==> src/rtl/alarm_pkg.sv <==
// Shared encodings for alarm_mode_ctrl: display modes, alarm states, timer width helper.
// Optional snooze support is selected by defining ALARM_SNOOZE_EN.
package alarm_pkg;

  typedef enum logic [1:0] {
    MODE_RUN       = 2'b00,
    MODE_SET_TIME  = 2'b01,
    MODE_SET_ALARM = 2'b10
  } mode_t;

`ifdef ALARM_SNOOZE_EN
  typedef enum logic [1:0] {
    AL_IDLE    = 2'b00,
    AL_RINGING = 2'b01,
    AL_SNOOZE  = 2'b10
  } alarm_state_t;
`else
  typedef enum logic [1:0] {
    AL_IDLE    = 2'b00,
    AL_RINGING = 2'b01
  } alarm_state_t;
`endif

  // Width that holds the larger of the two second counts.
  function automatic int unsigned timer_width(input int unsigned a, input int unsigned b);
    int unsigned m;
    int unsigned w;
    m = (a > b) ? a : b;
    w = int'($clog2(m + 1));
    return (w < 1) ? 1 : w;
  endfunction

endpackage

==> src/rtl/alarm_mode_ctrl_if.sv <==
// Bus between the clock front-end and alarm_mode_ctrl: tick, buttons, times and status.
interface alarm_mode_ctrl_if;
  logic       Tick_1Hz;
  logic       BTN_MODE;
  logic       BTN_SNOOZE;
  logic       AL_switch;
  logic [4:0] Cur_Hour;
  logic [4:0] Al_Hour;
  logic [5:0] Cur_Min;
  logic [5:0] Al_Min;
  logic [5:0] Cur_Sec;
  logic [1:0] STATE;
  logic       AL_ON;
  logic       Snoozing;

  modport master (
    output Tick_1Hz, BTN_MODE, BTN_SNOOZE, AL_switch,
    output Cur_Hour, Al_Hour, Cur_Min, Al_Min, Cur_Sec,
    input  STATE, AL_ON, Snoozing
  );

  modport slave (
    input  Tick_1Hz, BTN_MODE, BTN_SNOOZE, AL_switch,
    input  Cur_Hour, Al_Hour, Cur_Min, Al_Min, Cur_Sec,
    output STATE, AL_ON, Snoozing
  );
endinterface

==> src/rtl/sec_down_counter.sv <==
// Seconds down-counter: clear, load, tick-enabled decrement and a flag for the tick
// that finds the count at 1 (the final second).
module sec_down_counter #(
  parameter int unsigned W = 8
) (
  input  logic         clk,
  input  logic         rst_n,
  input  logic         clr,
  input  logic         load,
  input  logic [W-1:0] load_val,
  input  logic         en,
  output logic         expire
);

  logic [W-1:0] count;

  always_ff @(posedge clk or negedge rst_n) begin
    if (!rst_n) begin
      count <= '0;
    end else if (clr) begin
      count <= '0;
    end else if (load) begin
      count <= load_val;
    end else if (en && (count != '0)) begin
      count <= count - W'(1);
    end
  end

  assign expire = en && !clr && !load && (count == W'(1));

endmodule

==> src/rtl/alarm_mode_ctrl.sv <==
// Display-mode sequencer plus alarm ring/snooze controller for a digital clock.
// Snooze support is compiled in only when ALARM_SNOOZE_EN is defined.
module alarm_mode_ctrl
  import alarm_pkg::*;
#(
  parameter int unsigned RING_SEC   = 60,
  parameter int unsigned SNOOZE_SEC = 300,
  parameter int unsigned MAX_SNOOZE = 3
) (
  input logic              Clk,
  input logic              Rst_n,
  alarm_mode_ctrl_if.slave bus
);

  localparam int unsigned CW = timer_width(RING_SEC, SNOOZE_SEC);

  mode_t        mode_q, mode_d;
  alarm_state_t al_q, al_d;
  logic         al_on_q;

  logic match;
  logic cnt_clr;
  logic ring_load;
  logic ring_en;
  logic ring_expire;

  // Mode sequencer
  always_ff @(posedge Clk or negedge Rst_n) begin
    if (!Rst_n) begin
      mode_q <= MODE_RUN;
    end else begin
      mode_q <= mode_d;
    end
  end

  always_comb begin
    mode_d = mode_q;
    case (mode_q)
      MODE_RUN:       if (bus.BTN_MODE) mode_d = MODE_SET_TIME;
      MODE_SET_TIME:  if (bus.BTN_MODE) mode_d = MODE_SET_ALARM;
      MODE_SET_ALARM: if (bus.BTN_MODE) mode_d = MODE_RUN;
      default:        mode_d = MODE_RUN;
    endcase
  end

  assign bus.STATE = mode_q;

  // Trigger is evaluated regardless of the display mode
  assign match = bus.Tick_1Hz
              && (bus.Cur_Hour == bus.Al_Hour)
              && (bus.Cur_Min  == bus.Al_Min)
              && (bus.Cur_Sec  == '0);

  assign cnt_clr = !bus.AL_switch;
  // A snooze press in the same cycle swallows the tick
  assign ring_en = bus.Tick_1Hz && (al_q == AL_RINGING) && !bus.BTN_SNOOZE;

  sec_down_counter #(.W(CW)) u_ring_timer (
    .clk      (Clk),
    .rst_n    (Rst_n),
    .clr      (cnt_clr),
    .load     (ring_load),
    .load_val (CW'(RING_SEC)),
    .en       (ring_en),
    .expire   (ring_expire)
  );

`ifdef ALARM_SNOOZE_EN
  localparam int unsigned SW = (MAX_SNOOZE > 0) ? int'($clog2(MAX_SNOOZE + 1)) : 1;

  logic [SW-1:0] snooze_cnt;
  logic          snz_load;
  logic          snz_en;
  logic          snz_expire;
  logic          snz_cnt_clr;
  logic          snoozing_q;

  assign snz_en = bus.Tick_1Hz && (al_q == AL_SNOOZE);

  sec_down_counter #(.W(CW)) u_snooze_timer (
    .clk      (Clk),
    .rst_n    (Rst_n),
    .clr      (cnt_clr),
    .load     (snz_load),
    .load_val (CW'(SNOOZE_SEC)),
    .en       (snz_en),
    .expire   (snz_expire)
  );

  always_ff @(posedge Clk or negedge Rst_n) begin
    if (!Rst_n) begin
      snooze_cnt <= '0;
    end else if (cnt_clr || snz_cnt_clr) begin
      snooze_cnt <= '0;
    end else if (snz_load) begin
      snooze_cnt <= snooze_cnt + SW'(1);
    end
  end
`else
  // Snooze limit has no meaning without the snooze state
  logic unused_cfg;
  assign unused_cfg = ^MAX_SNOOZE;
`endif

  // Alarm FSM
  always_ff @(posedge Clk or negedge Rst_n) begin
    if (!Rst_n) begin
      al_q    <= AL_IDLE;
      al_on_q <= 1'b0;
    end else begin
      al_q    <= al_d;
      al_on_q <= (al_d == AL_RINGING);
    end
  end

  always_comb begin
    al_d      = al_q;
    ring_load = 1'b0;
`ifdef ALARM_SNOOZE_EN
    snz_load    = 1'b0;
    snz_cnt_clr = 1'b0;
`endif
    if (!bus.AL_switch) begin
      al_d = AL_IDLE;
    end else begin
      case (al_q)
        AL_IDLE: begin
          if (match) begin
            al_d      = AL_RINGING;
            ring_load = 1'b1;
`ifdef ALARM_SNOOZE_EN
            snz_cnt_clr = 1'b1;
`endif
          end
        end
        AL_RINGING: begin
          if (bus.BTN_SNOOZE) begin
`ifdef ALARM_SNOOZE_EN
            if (snooze_cnt < SW'(MAX_SNOOZE)) begin
              al_d     = AL_SNOOZE;
              snz_load = 1'b1;
            end else begin
              al_d = AL_IDLE;
            end
`else
            al_d = AL_IDLE;
`endif
          end else if (ring_expire) begin
            al_d = AL_IDLE;
          end
        end
`ifdef ALARM_SNOOZE_EN
        AL_SNOOZE: begin
          if (snz_expire) begin
            al_d      = AL_RINGING;
            ring_load = 1'b1;
          end
        end
`endif
        default: al_d = AL_IDLE;
      endcase
    end
  end

  assign bus.AL_ON = al_on_q;

`ifdef ALARM_SNOOZE_EN
  always_ff @(posedge Clk or negedge Rst_n) begin
    if (!Rst_n) begin
      snoozing_q <= 1'b0;
    end else begin
      snoozing_q <= (al_d == AL_SNOOZE);
    end
  end

  assign bus.Snoozing = snoozing_q;
`else
  assign bus.Snoozing = 1'b0;
`endif

endmodule

==> src/flat_wrapper.sv <==
// flat-port wrapper written by rule: the top's interface ports become plain ports
module alarm_mode_ctrl_flat import alarm_pkg::*;
#(
  parameter int unsigned RING_SEC   = 60,
  parameter int unsigned SNOOZE_SEC = 300,
  parameter int unsigned MAX_SNOOZE = 3
)
  (Clk, Rst_n, bus_Tick_1Hz, bus_BTN_MODE, bus_BTN_SNOOZE, bus_AL_switch, bus_Cur_Hour, bus_Al_Hour, bus_Cur_Min, bus_Al_Min, bus_Cur_Sec, bus_STATE, bus_AL_ON, bus_Snoozing);
  alarm_mode_ctrl_if bus_i ();
  input logic Clk;
  input logic Rst_n;
  input wire logic [$bits(bus_i.Tick_1Hz)-1:0] bus_Tick_1Hz;
  input wire logic [$bits(bus_i.BTN_MODE)-1:0] bus_BTN_MODE;
  input wire logic [$bits(bus_i.BTN_SNOOZE)-1:0] bus_BTN_SNOOZE;
  input wire logic [$bits(bus_i.AL_switch)-1:0] bus_AL_switch;
  input wire logic [$bits(bus_i.Cur_Hour)-1:0] bus_Cur_Hour;
  input wire logic [$bits(bus_i.Al_Hour)-1:0] bus_Al_Hour;
  input wire logic [$bits(bus_i.Cur_Min)-1:0] bus_Cur_Min;
  input wire logic [$bits(bus_i.Al_Min)-1:0] bus_Al_Min;
  input wire logic [$bits(bus_i.Cur_Sec)-1:0] bus_Cur_Sec;
  output wire logic [$bits(bus_i.STATE)-1:0] bus_STATE;
  output wire logic [$bits(bus_i.AL_ON)-1:0] bus_AL_ON;
  output wire logic [$bits(bus_i.Snoozing)-1:0] bus_Snoozing;
  assign bus_i.Tick_1Hz = bus_Tick_1Hz;
  assign bus_i.BTN_MODE = bus_BTN_MODE;
  assign bus_i.BTN_SNOOZE = bus_BTN_SNOOZE;
  assign bus_i.AL_switch = bus_AL_switch;
  assign bus_i.Cur_Hour = bus_Cur_Hour;
  assign bus_i.Al_Hour = bus_Al_Hour;
  assign bus_i.Cur_Min = bus_Cur_Min;
  assign bus_i.Al_Min = bus_Al_Min;
  assign bus_i.Cur_Sec = bus_Cur_Sec;
  assign bus_STATE = bus_i.STATE;
  assign bus_AL_ON = bus_i.AL_ON;
  assign bus_Snoozing = bus_i.Snoozing;
  alarm_mode_ctrl #(.RING_SEC(RING_SEC), .SNOOZE_SEC(SNOOZE_SEC), .MAX_SNOOZE(MAX_SNOOZE)) u_core (.Clk(Clk), .Rst_n(Rst_n), .bus(bus_i));
endmodule
==> config.mk <==
export PLATFORM = sky130hd
export DESIGN_NAME = alarm_mode_ctrl_flat
export DESIGN_NICKNAME = d
export VERILOG_FILES = /design/src/rtl/alarm_pkg.sv /design/src/rtl/alarm_mode_ctrl_if.sv /design/src/rtl/sec_down_counter.sv /design/src/rtl/alarm_mode_ctrl.sv /design/src/flat_wrapper.sv
export SDC_FILE = /design/constraint.sdc
export NUM_CORES = 1
export LEC_CHECK = 0
export ABC_AREA = 1
export BUFFER_PORTS_ARGS = -buffer_cell sky130_fd_sc_hd__buf_4
export CORE_MARGIN = 2
export CORE_UTILIZATION = 43
export DETAILED_ROUTE_END_ITERATION = 8
export PLACE_DENSITY = 0.73
export SLEW_MARGIN = 20
export SYNTH_ARGS = -nofsm -noshare
export SYNTH_HDL_FRONTEND = slang
export SYNTH_SLANG_ARGS = --single-unit
==> constraint.sdc <==
create_clock -name Clk -period 1.6 [get_ports Clk]
set_clock_uncertainty 0.2 [all_clocks]
set_input_delay 0.16 -clock Clk [delete_from_list [all_inputs] [get_ports Clk]]
set_output_delay 0.16 -clock Clk [all_outputs]
set_load 0.02 [all_outputs]
=== After elaboration in Yosys (flattened, before gate mapping) ===
Cells that the tools add are included.

* Add/subtract/negate cells: 1
* Multipliers: 0
* Divide/modulo/power cells: 0
* Order comparisons: 0
* Equal/unequal tests: 11
* Shift-type cells: 0
* Mux-type cells: 15
* Bitwise operators: 0
* Reductions and logical operators: 16

{| class="wikitable"
|+ Operators with widths
! operator !! number
|-
| 9-bit 2-to-1 mux || 3
|-
| 2-bit 2-to-1 mux || 7
|-
| 9-bit by 1-bit == test with 1-bit output (second input constant) || 1
|-
| 1-bit logical AND || 9
|-
| 9-bit nonzero test || 1
|-
| 9-bit by 1-bit subtractor with 9-bit output (second input constant) || 1
|-
| 2-bit by 1-bit == test with 1-bit output (second input constant) || 3
|-
| 6-bit == test || 1
|-
| 6-bit logical NOT || 1
|-
| 2-bit != test (second input constant) || 3
|-
| 2-bit case mux with 3 select lines || 1
|-
| 5-bit == test || 1
|-
| 2-bit logical NOT || 2
|-
| 2-bit case mux with 2 select lines || 1
|-
| 1-bit 2-to-1 mux || 3
|-
| 3-bit by 1-bit != test with 1-bit output (second input constant) || 1
|-
| 3-bit AND reduction || 1
|-
| 2-bit == test (second input constant) || 1
|-
| 1-bit logical NOT || 2
|}

* Register bits: 14
* Bits in latches: 0
* RAM bits: 0
* ROM bits: 0
* Input bits: 34
* Output and inout port bits: 4
* Word-level logic and storage cells: 47
* Memories: 0

=== Logic depth before layout (Yosys ltp) ===
Gate-level depths: netlist of run 1.

* Depth after elaboration: 15
* Gate-level depth with buffers: 10
* Gate-level depth less buffers: 10

=== Modules after synthesis ===
A second synthesis of run 1 with hierarchy kept.

* Cells, all modules: 216
* Area, all modules: 1256.2 um^2

{| class="wikitable"
|+ By module, submodules not included
! module !! times used !! cells an instance !! area each (um^2) !! seq. area each (um^2)
|-
| sec_down_counter || 1 || 99 || 678.2 || 225.2
|-
| alarm_mode_ctrl || 1 || 117 || 578.1 || 125.1
|}

=== Worst setup path after synthesis of run 1 ===
No wires, ideal clock.

* Path type: reg-to-reg
* From: register u_core.u_ring_timer.count[1]
* To: register u_core.u_ring_timer.count[3]
* Library setup time: 0.117 ns
* Arrival time: 1.364 ns
* Required time: 1.283 ns
* Path slack: -0.081 ns
* Stages on the path, launching flop included: 10
* Buffers on the path: 0
* Clock period less this slack: 1.681 ns
* Cells stage by stage: dfrtp_1 inv_1 ha_1 nand2_2 nor2_2 nand2_2 a21oi_4 a21oi_2 nand2_1 nand2_1

* Cells in the longest elaborated chain, start to end: 4
* Elaborated cells on any way between the ends: 7
* Classes of those cells: 1 x add/sub; 1 x eq/ne; 3 x mux; 2 x reduce/logical

{| class="wikitable"
|+ Ends and longest elaborated chain
! element !! RTL line !! source
|-
| start, declared || sec_down_counter.sv:15 || <nowiki>logic [W-1:0] count;</nowiki>
|-
| start signal, assigned || sec_down_counter.sv:23 || <nowiki>count <= load_val;</nowiki>
|-
| start signal, assigned || sec_down_counter.sv:25 || <nowiki>count <= count - W'(1);</nowiki>
|-
| 9-bit by 1-bit subtractor with 9-bit output || sec_down_counter.sv:25 ||
|-
| 9-bit 2-to-1 mux || sec_down_counter.sv:24 || <nowiki>end else if (en && (count != '0)) begin</nowiki>
|-
| 9-bit 2-to-1 mux || sec_down_counter.sv:22 || <nowiki>end else if (load) begin</nowiki>
|-
| 9-bit 2-to-1 mux || sec_down_counter.sv:20 || <nowiki>end else if (clr) begin</nowiki>
|}

Parallel ways exist; a longest one is shown, timed or not. The select of a mux whose other input is x is not followed.
A chain may end at the register's enable or synchronous reset.

=== Worst setup path in the final report of run 1 ===
* From: register u_core.u_ring_timer.count[4]
* To: register u_core.u_ring_timer.count[5]

Same word-level chain as after synthesis.

==> run metrics, run 1 <==
Tot GR Track Use=roughly 22%; IO buf count=36; diodes inserted=0; Min-Delay Path Class=input port to asynchronous set/reset pin; routability cong.=0.822; cell repeated most along the worst path=nand2_2; WP data required=1.58 ns; final core area utilization=71.1%; clk buf depth=2; Area Growth Syn to Fin=59.9%; Synth cell types=26; vias in the first global route=between 1000 and 1500; HPWL Detailed=between 2 and 2.5 mm; Starting Density=44.5%; CTS sink count=14; num rows=18; Placement Cell Area=0.00148 mm^2; Clk Latency, worst-skew pair=~0.29 ns; RSZ-0062 raised after global routing=true; max cap viols=0; fin area=0.00171 mm^2; switching share of total power=a little under 40%; flops & latches, synth=14; Slowest-stage cell, CP=dfrtp_1; max-slew violation count=0; share of layout cells above drive strength 1=approximately two fifths; Switch Pwr=0.694 mW; first-pass GRT wire length=4.76 mm; vias per cell=4.79; Die Y-Extent=53.9 um; # nets final=268; post-route setup slack=-0.0601 ns; TritonCTS clock tree=yes; Layout fillers=between 150 and 200; Congestion Overflow GR=0; Setup Crit Path Kind=flop to flop; critical-path maximum fanout=4; Final Hold Fails=0; synthesized cell area=0.00107 mm^2; P_int=1.06 mW; arrival time at the worst endpoint=1.64 ns; Die ar.=0.00291 mm^2; crit share post-route=104%; Flop pwr share=around 29%; Synth Area per Inst=6.54 um^2; Max Freq=602 MHz; routed wire length per instance=roughly 12 um; max incr delay on CP=approximately 0.43 ns; crit path cell chain=nor2_4 -> nand2_2 -> nor2_4 -> nand2_2 -> a21oi_4 -> buf_6 -> nand2_4 -> nand2_2 -> o21ai_2; I/O pin count=38; H-tree depth=1; Die W=between 50 and 60 um; P per Cell Area=1020 mW/mm^2; Leak Pwr=between 0.9 and 1 nW; # setup viols final=10; drt total wl=between 3 and 4 mm; synth warn=0; via count=1249; remaining antenna violation count=0; Final Critical Period=1.66 ns; largest net degree at the start of global routing=16; DRT Pass-1 Iters=4; clock network power share=between 10% and 20%; Worst VDD drop=0.000914 V; CTS Buf Count=3; crit end category=flop; failing checks=negative setup slack; core region area=0.00241 mm^2; initial antenna violation count=0; # DRC=0; Reg clk slew, reported paths=0.09 ns; Root Buffer=clkbuf_4; DRT iter0 DRCs=37; Crit path buffers/inverters=1; Crit path max-delay family=simple AND/OR/NAND/NOR gates; post-synthesis sequential area ratio=32.7%; status=finished, violations left; Syn Inst Count=approximately 160; Gate power share=55.5%; Worst setup SP type=flop
cell families after synthesis:
family,after synthesis,synth area share (%)
DFF,14,32.7
and+or+nand+nor,94,38.4
buffers and inverters,32,11.7
adders and majority gates,2,2.33
other,1,0.350
AOI/OAI and AO/OA,13,8.05
xor gates and xnor gates,8,6.53
cell usage in the layout (no fill, tap or decap), types with 3 or more instances in the layout:
master,count
o21ai_1,3
dlygate4sd3_1,3
clkbuf_4,3
dfrtp_1,14
nand4_1,6
xnor2_1,6
nand2_1,44
nand2_2,5
nor2_1,20
nand3_1,7
nor2_4,4
inv_1,25
inv_2,4
nand2_4,4
buf_4,59
a21oi_1,5
cell usage after synthesis, drive strengths merged:
cell / instances / area share [%]
nand2: 52 / 20
inv: 29 / 10
nor2: 26 / 11
dfrtp: 14 / 33
nand3: 9 / 4.2
a21oi: 7 / 4.7
nand4: 6 / 3.5
xnor2: 6 / 4.9
o21ai: 5 / 2.7
buf: 2 / 1.2
ha: 2 / 2.3
xor2: 2 / 1.6
clkbuf: 1 / 0.35
conb: 1 / 0.35
o31ai: 1 / 0.70
or2: 1 / 0.58
worst register-to-register path: cells and delay by family (launching register included):
family                 cells  cell delay, ns
AOI/OAI and AO/OA          2            0.21
buffers and inverters      1            0.14
DFF                        1            0.43
and+or+nand+nor            6            0.58
flip-flops by register name, summed over array words and instances (netlist names):
| name | flops |
|---|---|
| u_core.u_ring_timer.count | 9 |
| u_core.bus.STATE | 2 |
| u_core.al_q | 2 |
| u_core.bus.AL_ON | 1 |
what timing repair did:
action                                  4_1_cts  5_1_grt
pin swaps                                     8        9
hold endpoints to repair                     20        0
endpoints found under the setup margin        9       11
resized for setup                             8       10
cloned                                        0        1
setup buffers                                 8        4
hold buffers                                  3        0
cell type report:
cell class | instances | area [um^2] | share of cell area, %
multi-input cells | 120 | 686 | 40.0
repair buffers | 64 | 495 | 28.9
flip-flops and latches | 14 | 350 | 20.4
inverters | 29 | 109 | 6.35
well taps | 30 | 37.5 | 2.19
clock buffers | 4 | 36.3 | 2.12
power groups by stage:
stage               Clock [mW]  Combinational [mW]  Sequential (mW)
floorplan                    0               0.428            0.548
global placement             0               0.788            0.506
detailed placement           0               0.807            0.509
CTS                      0.267               0.913            0.498
global route             0.281                1.07            0.521
finish                   0.265               0.975            0.516
metal layers:
layer	track usage (%)	part of all wire [%]
met1	25.3	38
met2	42.7	54
met3	2.78	6.1
met4	7.69	2.0
met5	0	0
stage by stage:
stage / hold slack (ns) / instances / setup WS (ns) / total power [mW] / TNS (ns)
after detailed placement: -0.181 / 241 / -0.0932 / 1.32 / -0.564
after CTS: 0.0516 / 256 / 0.0000372 / 1.68 / 0
after global routing: 0.0906 / 261 / -0.120 / 1.87 / -1.18
after floorplan: -0.336 / 165 / -0.000782 / 0.976 / -0.000782
after global placement: -0.180 / 241 / -0.0423 / 1.29 / -0.230
final: 0.0657 / 261 / -0.0601 / 1.76 / -0.256
path summary, 6_finish.rpt:
kind / start / to / slack, ns / depth (start not counted)
worst max-delay path: u_core.u_ring_timer.count[4]$_DFFE_PN0P_ / u_core.u_ring_timer.count[5]$_DFFE_PN0P_ / -0.06 / 9
min in group Clk: bus_BTN_SNOOZE / u_core.bus.AL_ON$_DFF_PN0_ / 0.09 / 6
worst min-delay path: Rst_n / u_core.bus.STATE[1]$_DFFE_PN0P_ / 0.07 / 2
worst max register to register: u_core.u_ring_timer.count[4]$_DFFE_PN0P_ / u_core.u_ring_timer.count[5]$_DFFE_PN0P_ / -0.06 / 9
worst min register to register: u_core.bus.STATE[1]$_DFFE_PN0P_ / u_core.bus.STATE[1]$_DFFE_PN0P_ / 0.28 / 1
max in group asynchronous: Rst_n / u_core.u_ring_timer.count[0]$_DFFE_PN0P_ / 0.97 / 2
Note: power is estimated with default switching activity, not from simulation.
==> inputs of run 2 (changes only) <==
- CTS_BUF_LIST: unset -> sky130_fd_sc_hd__clkbuf_4
==> run 2 against run 1 <==
Net effect: the run still ends with negative setup slack left; sequential cell count is the same; critical path depth grew 1; clock-buffer cell count shrank 1; routed wire length shrank 2.3%; global-route usage grew 0.23 points; sequential power is essentially flat; worst hold slack lost 0.0031 ns; power shrank 1.5%; sequential share of layout area grew 0.060 points; via count is essentially flat; setup slack gained 0.0027 ns; combinational power grew 2.5%.
==> run metrics, run 2 (synthesized netlist as in run 1, its figures left out) <==
Clk Latency, worst-skew pair=0.29 ns; Min-Delay Path Class=input port to asynchronous set/reset pin; drt total wl=3.09 mm; post-route setup slack=-0.0574 ns; status=finished, violations left; failing checks=negative setup slack; Placed Cells=between 200 and 250; Biggest register=u_core.u_ring_timer.count; Die Y-Extent=between 50 and 60 um; Pwr Total=1.73 mW; Placement Cell Area=0.00148 mm^2; RSZ-0062 raised after global routing=true; Root Buffer=clkbuf_4; switching share of total power=40.5%; Congestion Overflow GR=0; crit end category=flop; Die W=~54 um; Largest register FFs=9; total negative slack=-0.207 ns; TritonCTS clock tree=yes; Final Critical Period=1.66 ns; share of layout cells above drive strength 1=between 30% and 40%; Switch Pwr=0.701 mW; Starting Density=44.5%; commonest non-fill, non-tap cell in the layout=buf_4; hold slack final=about 0.063 ns; HPWL Detailed=2.03 mm; largest net degree at the start of global routing=16; clk buf depth=2; num rows=18; Flop pwr share=29.6%; CTS Buf Count=3; WP data required=1.59 ns; Setup Crit Path Kind=flop to flop; max cap viols=0; CTS sink count=14; # DRC=0; I/O pin count=38; Leak Pwr=about 0.98 nW; Gate power share=57.7%; via count=between 1000 and 1500; max-slew violation count=0; # setup viols final=7; DRT iter0 DRCs=13; Finished Layout Cells=258; diodes inserted=0; P per Cell Area=1010 mW/mm^2; routed wire length per instance=approximately 12 um; crit share post-route=104%; final core area utilization=between 70% and 80%; H-tree depth=1; Tot GR Track Use=approximately 23%; IO buf count=36; critical-path maximum fanout=4; arrival time at the worst endpoint=1.64 ns; P_int=1.03 mW; routability cong.=0.822; # nets final=between 200 and 300; most frequent cells in the layout=56 x buf_4, 44 x nand2_1, 25 x inv_1, 19 x nor2_1, 14 x dfrtp_1; Max Freq=603 MHz; first-pass GRT wire length=4.78 mm; Die ar.=between 0.002 and 0.003 mm^2; Worst setup SP type=flop; DRT Pass-1 Iters=4; clock network power share=12.6%; DP Worst Slack=-0.0932 ns; remaining antenna violation count=0; vias per cell=between 4 and 5; Reg clk slew, reported paths=0.09 ns; vias in the first global route=1229; Area Growth Syn to Fin=59.4%; initial antenna violation count=0; Final Hold Fails=0; core region area=about 0.0024 mm^2; fin area=0.00171 mm^2; Worst VDD drop=about 0.00097 V
## run 2: final timing paths
kind | start | end | slack [ns] | cells after the start
min | Rst_n | u_core.bus.STATE[1]$_DFFE_PN0P_ | 0.06 | 2
max reg2reg | u_core.u_ring_timer.count[0]$_DFFE_PN0P_ | u_core.u_ring_timer.count[5]$_DFFE_PN0P_ | -0.06 | 10
max | u_core.u_ring_timer.count[0]$_DFFE_PN0P_ | u_core.u_ring_timer.count[5]$_DFFE_PN0P_ | -0.06 | 10
max in group asynchronous | Rst_n | u_core.u_ring_timer.count[0]$_DFFE_PN0P_ | 0.97 | 2
min reg2reg | u_core.bus.STATE[1]$_DFFE_PN0P_ | u_core.bus.STATE[1]$_DFFE_PN0P_ | 0.28 | 1
min in group Clk | bus_BTN_SNOOZE | u_core.bus.AL_ON$_DFF_PN0_ | 0.07 | 6
## run 2: layout make-up
class | instances | area (um^2)
clock buffer | 3 | 22.5
clock inverter | 1 | 3.75
fill | 189 | 701
inverter | 29 | 109
multi-input combinational | 120 | 713
sequential | 14 | 350
tap | 30 | 37.5
timing repair buffer | 61 | 473
## run 2: routing by layer
layer,routed length [um],track usage [%],vias up
met5,0,0,-
met4,74,7.69,0
met3,196,4.72,8
met2,1640,43.1,46
met1,1180,24.4,570
li1,-,-,626
## run 2: power groups by stage
stage	logic [mW]	registers [mW]	clock network (mW)
3_5_place_dp	0.807	0.509	0
6_report	0.999	0.513	0.219
3_3_place_gp	0.788	0.506	0
2_1_floorplan	0.428	0.548	0
5_1_grt	1.10	0.520	0.233
4_1_cts	0.902	0.498	0.218
## run 2: timing repair
item	4_1_cts	5_1_grt
hold buffers	3	0
cloned	0	1
buffers inserted	7	3
resized for setup	8	14
pin swaps	8	10
setup endpoints to repair	9	11
hold endpoints to repair	20	0
## run 2: critical path: stages (launching register included)
cell and delay (ns):
dfrtp_1 0.41, inv_2 0.09, ha_4 0.15, nand2_4 0.06, nor2_4 0.08, nand2_2 0.08
a21oi_4 0.16, buf_6 0.14, nand2_4 0.07, nand2_2 0.07, o21ai_2 0.05
==> inputs of run 3 (changes only) <==
- ABC_AREA: 1 -> unset
- PLACE_DENSITY: 0.73 -> 0.76
==> run 3 against run 2 <==
Net effect: the flow still finishes with violations (negative setup slack); synthesized cell count down 44%; synthesized area down 15%; worst hold slack better by 0.0016 ns; utilization up 9.1 points; sequential power down 21%; sequential cell count unchanged; combinational power down 75%; global-route usage down 0.71 points; cell count down 26%; setup slack worse by 0.30 ns; highest routed layer unchanged.
==> run metrics, run 3 <==
status=finished, violations left; failing checks=negative setup slack; commonest non-fill, non-tap cell in the layout=buf_4; # DRC=0; top cell type's share of synthesized area=about two fifths; critical-path maximum fanout=4; Tot GR Track Use=22.0%; flops & latches, synth=14; Max Freq=approximately 500 MHz; Biggest register=u_core.u_ring_timer.count; crit path cell chain=and4bb_2 -> o2111ai_2 -> or4_4 -> a211oi_2; top-count cell post-synth=dfrtp_1; Setup Crit Path Kind=flop to flop; routed wire length per instance=13.7 um; Worst setup SP type=flop; synth warn=0; RSZ-0062 raised after global routing=true; max cap viols=0; max-slew violation count=0; Reg clk slew, reported paths=about 0.09 ns; remaining antenna violation count=0; Leak Pwr=approximately 0.7 nW; CTS Buf Count=3; max incr delay on CP=0.46 ns; Commonest cells post-synth=14 x dfrtp_1, 13 x xnor2_1, 5 x nand2_1, 4 x nand4_1, 4 x nor3_1; post-synthesis sequential area ratio=between 30% and 40%; final core area utilization=80.0%; Die ar.=roughly 0.0025 mm^2; drt total wl=between 2 and 3 mm; synthesized cell area=912 um^2; TritonCTS clock tree=yes; HPWL Detailed=1.98 mm; WP data required=1.59 ns; Largest register FFs=9; P per Cell Area=about 540 mW/mm^2; hold slack final=roughly 0.064 ns; Synth Area per Inst=9.91 um^2; # nets final=201; DRT iter0 DRCs=12; most frequent cells in the layout=65 x buf_4, 14 x dfrtp_1, 12 x xnor2_1, 5 x nand2_1, 4 x nand4_1; Post-synth EDFFs=0; core region area=between 0.0015 and 0.002 mm^2; CTS sink count=14; cell type with the largest total area after synthesis=dfrtp_1; # setup viols final=11; Min-Delay Path Class=input port to asynchronous set/reset pin; share of layout cells above drive strength 1=a little under three fifths; first-pass GRT wire length=between 4 and 5 mm; H-tree depth=1; Clk Latency, worst-skew pair=roughly 0.27 ns; largest net degree at the start of global routing=15; post-route setup slack=-0.354 ns; num rows=16; Congestion Overflow GR=0; async set-reset flop share out of synthesis=100%; initial antenna violation count=0; DRT Pass-1 Iters=4; Starting Density=approximately 46%; Primary FF master, synth=dfrtp_1; IO buf count=36; synth top area cells=dfrtp_1 38%, xnor2_1 12%, ha_1 2.7%; Area Growth Syn to Fin=73.8%; diodes inserted=0; I/O pin count=38; Die Y-Extent=50.1 um; Final Hold Fails=0; Syn Inst Count=92; Root Buffer=clkbuf_4; vias in the first global route=1032; crit share post-route=122%; Die W=50.1 um; crit end category=flop; total negative slack=-2.99 ns; Synth cell types=38; clk buf depth=2; routability cong.=0.919; via count=approximately 1000; Final Critical Period=1.95 ns; Worst VDD drop=a little over 0.0004 V; Slowest-stage cell, CP=or4_4; vias per cell=between 5 and 6; arrival time at the worst endpoint=1.95 ns
## run 3: cell types whose count changed after synthesis, sizes merged, moves of 5 or more
cell,previous run,this run
nand2,52,5
inv,29,3
nor2,26,3
nand3,9,1
xnor2,6,13
nor3,0,5
## run 3: cell type report
cell class	count	area, um^2
Clock buffer	3	22.5
Timing Repair Buffer	70	541
Multi-Input combinational cell	73	627
Fill cell	128	397
Inverter	3	11.3
Sequential cell	14	350
Tap cell	27	33.8
## run 3: path summary, 6_finish.rpt
| check | from | end | slack, ns | cells past startpoint |
|---|---|---|---|---|
| worst max-delay path | u_core.al_q[1]$_DFF_PN0_ | u_core.u_ring_timer.count[6]$_DFFE_PN0P_ | -0.35 | 4 |
| worst min-delay path | Rst_n | u_core.bus.STATE[0]$_DFFE_PN0P_ | 0.06 | 2 |
| worst max register to register | u_core.al_q[1]$_DFF_PN0_ | u_core.u_ring_timer.count[6]$_DFFE_PN0P_ | -0.35 | 4 |
| worst min register to register | u_core.bus.STATE[1]$_DFFE_PN0P_ | u_core.bus.STATE[0]$_DFFE_PN0P_ | 0.29 | 1 |
| max in group asynchronous | Rst_n | u_core.al_q[1]$_DFF_PN0_ | 0.97 | 2 |
| min in group Clk | bus_Cur_Sec[1] | u_core.bus.AL_ON$_DFF_PN0_ | 0.14 | 5 |
## run 3: critical path: cells and delay by family, from the launching register on
family,cells,cell delay (ns)
AO/OA/AOI/OAI,2,0.42
flip-flops,1,0.42
AND/OR/NAND/NOR,2,0.82
## run 3: repair_timing
item | in CTS | in global routing
hold buffers | 3 | 0
pin swaps | 1 | 1
hold endpoints to repair | 18 | 0
gates resized for setup | 4 | 6
setup endpoints to repair | 11 | 11
setup buffers | 1 | 3
## run 3: stage by stage
stage | setup WS, ns | area (um^2) | power [mW] | std cells
2_1_floorplan | -0.316 | 960 | 0.508 | 93
3_3_place_gp | -0.318 | 1450 | 0.636 | 180
3_5_place_dp | -0.354 | 1450 | 0.647 | 180
4_1_cts | -0.348 | 1530 | 0.852 | 187
5_1_grt | -0.412 | 1590 | 0.890 | 190
6_report | -0.354 | 1590 | 0.856 | 190
## run 3: routing by layer
metal | vias up | GRT usage, % | wire length (um)
met5 | - | 0 | 0
met1 | 472 | 23.7 | 1010
met2 | 40 | 43.9 | 1410
met4 | 0 | 6.94 | 27
li1 | 483 | - | -
met3 | 2 | 1.52 | 158
## run 3: cells by family (layout without fill, tap and decap cells)
logic type	count (synthesis)	count (layout)	synth area share, %
other cells	1	2	0.411
compound gates	17	17	14.3
simple gates	36	36	25.4
flops	14	14	38.4
fa+ha+maj	2	2	2.74
xor+xnor	14	14	13.4
mux	2	2	2.33
buf+inv	6	76	3.02
## run 3: power breakdown
| part | switching [mW] | internal, mW | leakage (nW) | total, mW |
|---|---|---|---|---|
| Sequential | 0.0271 | 0.378 | 0.191 | 0.405 |
| Clock | 0.115 | 0.0871 | 0.0138 | 0.203 |
| Combinational | 0.106 | 0.141 | 0.509 | 0.247 |
| Total | 0.249 | 0.607 | 0.713 | 0.856 |
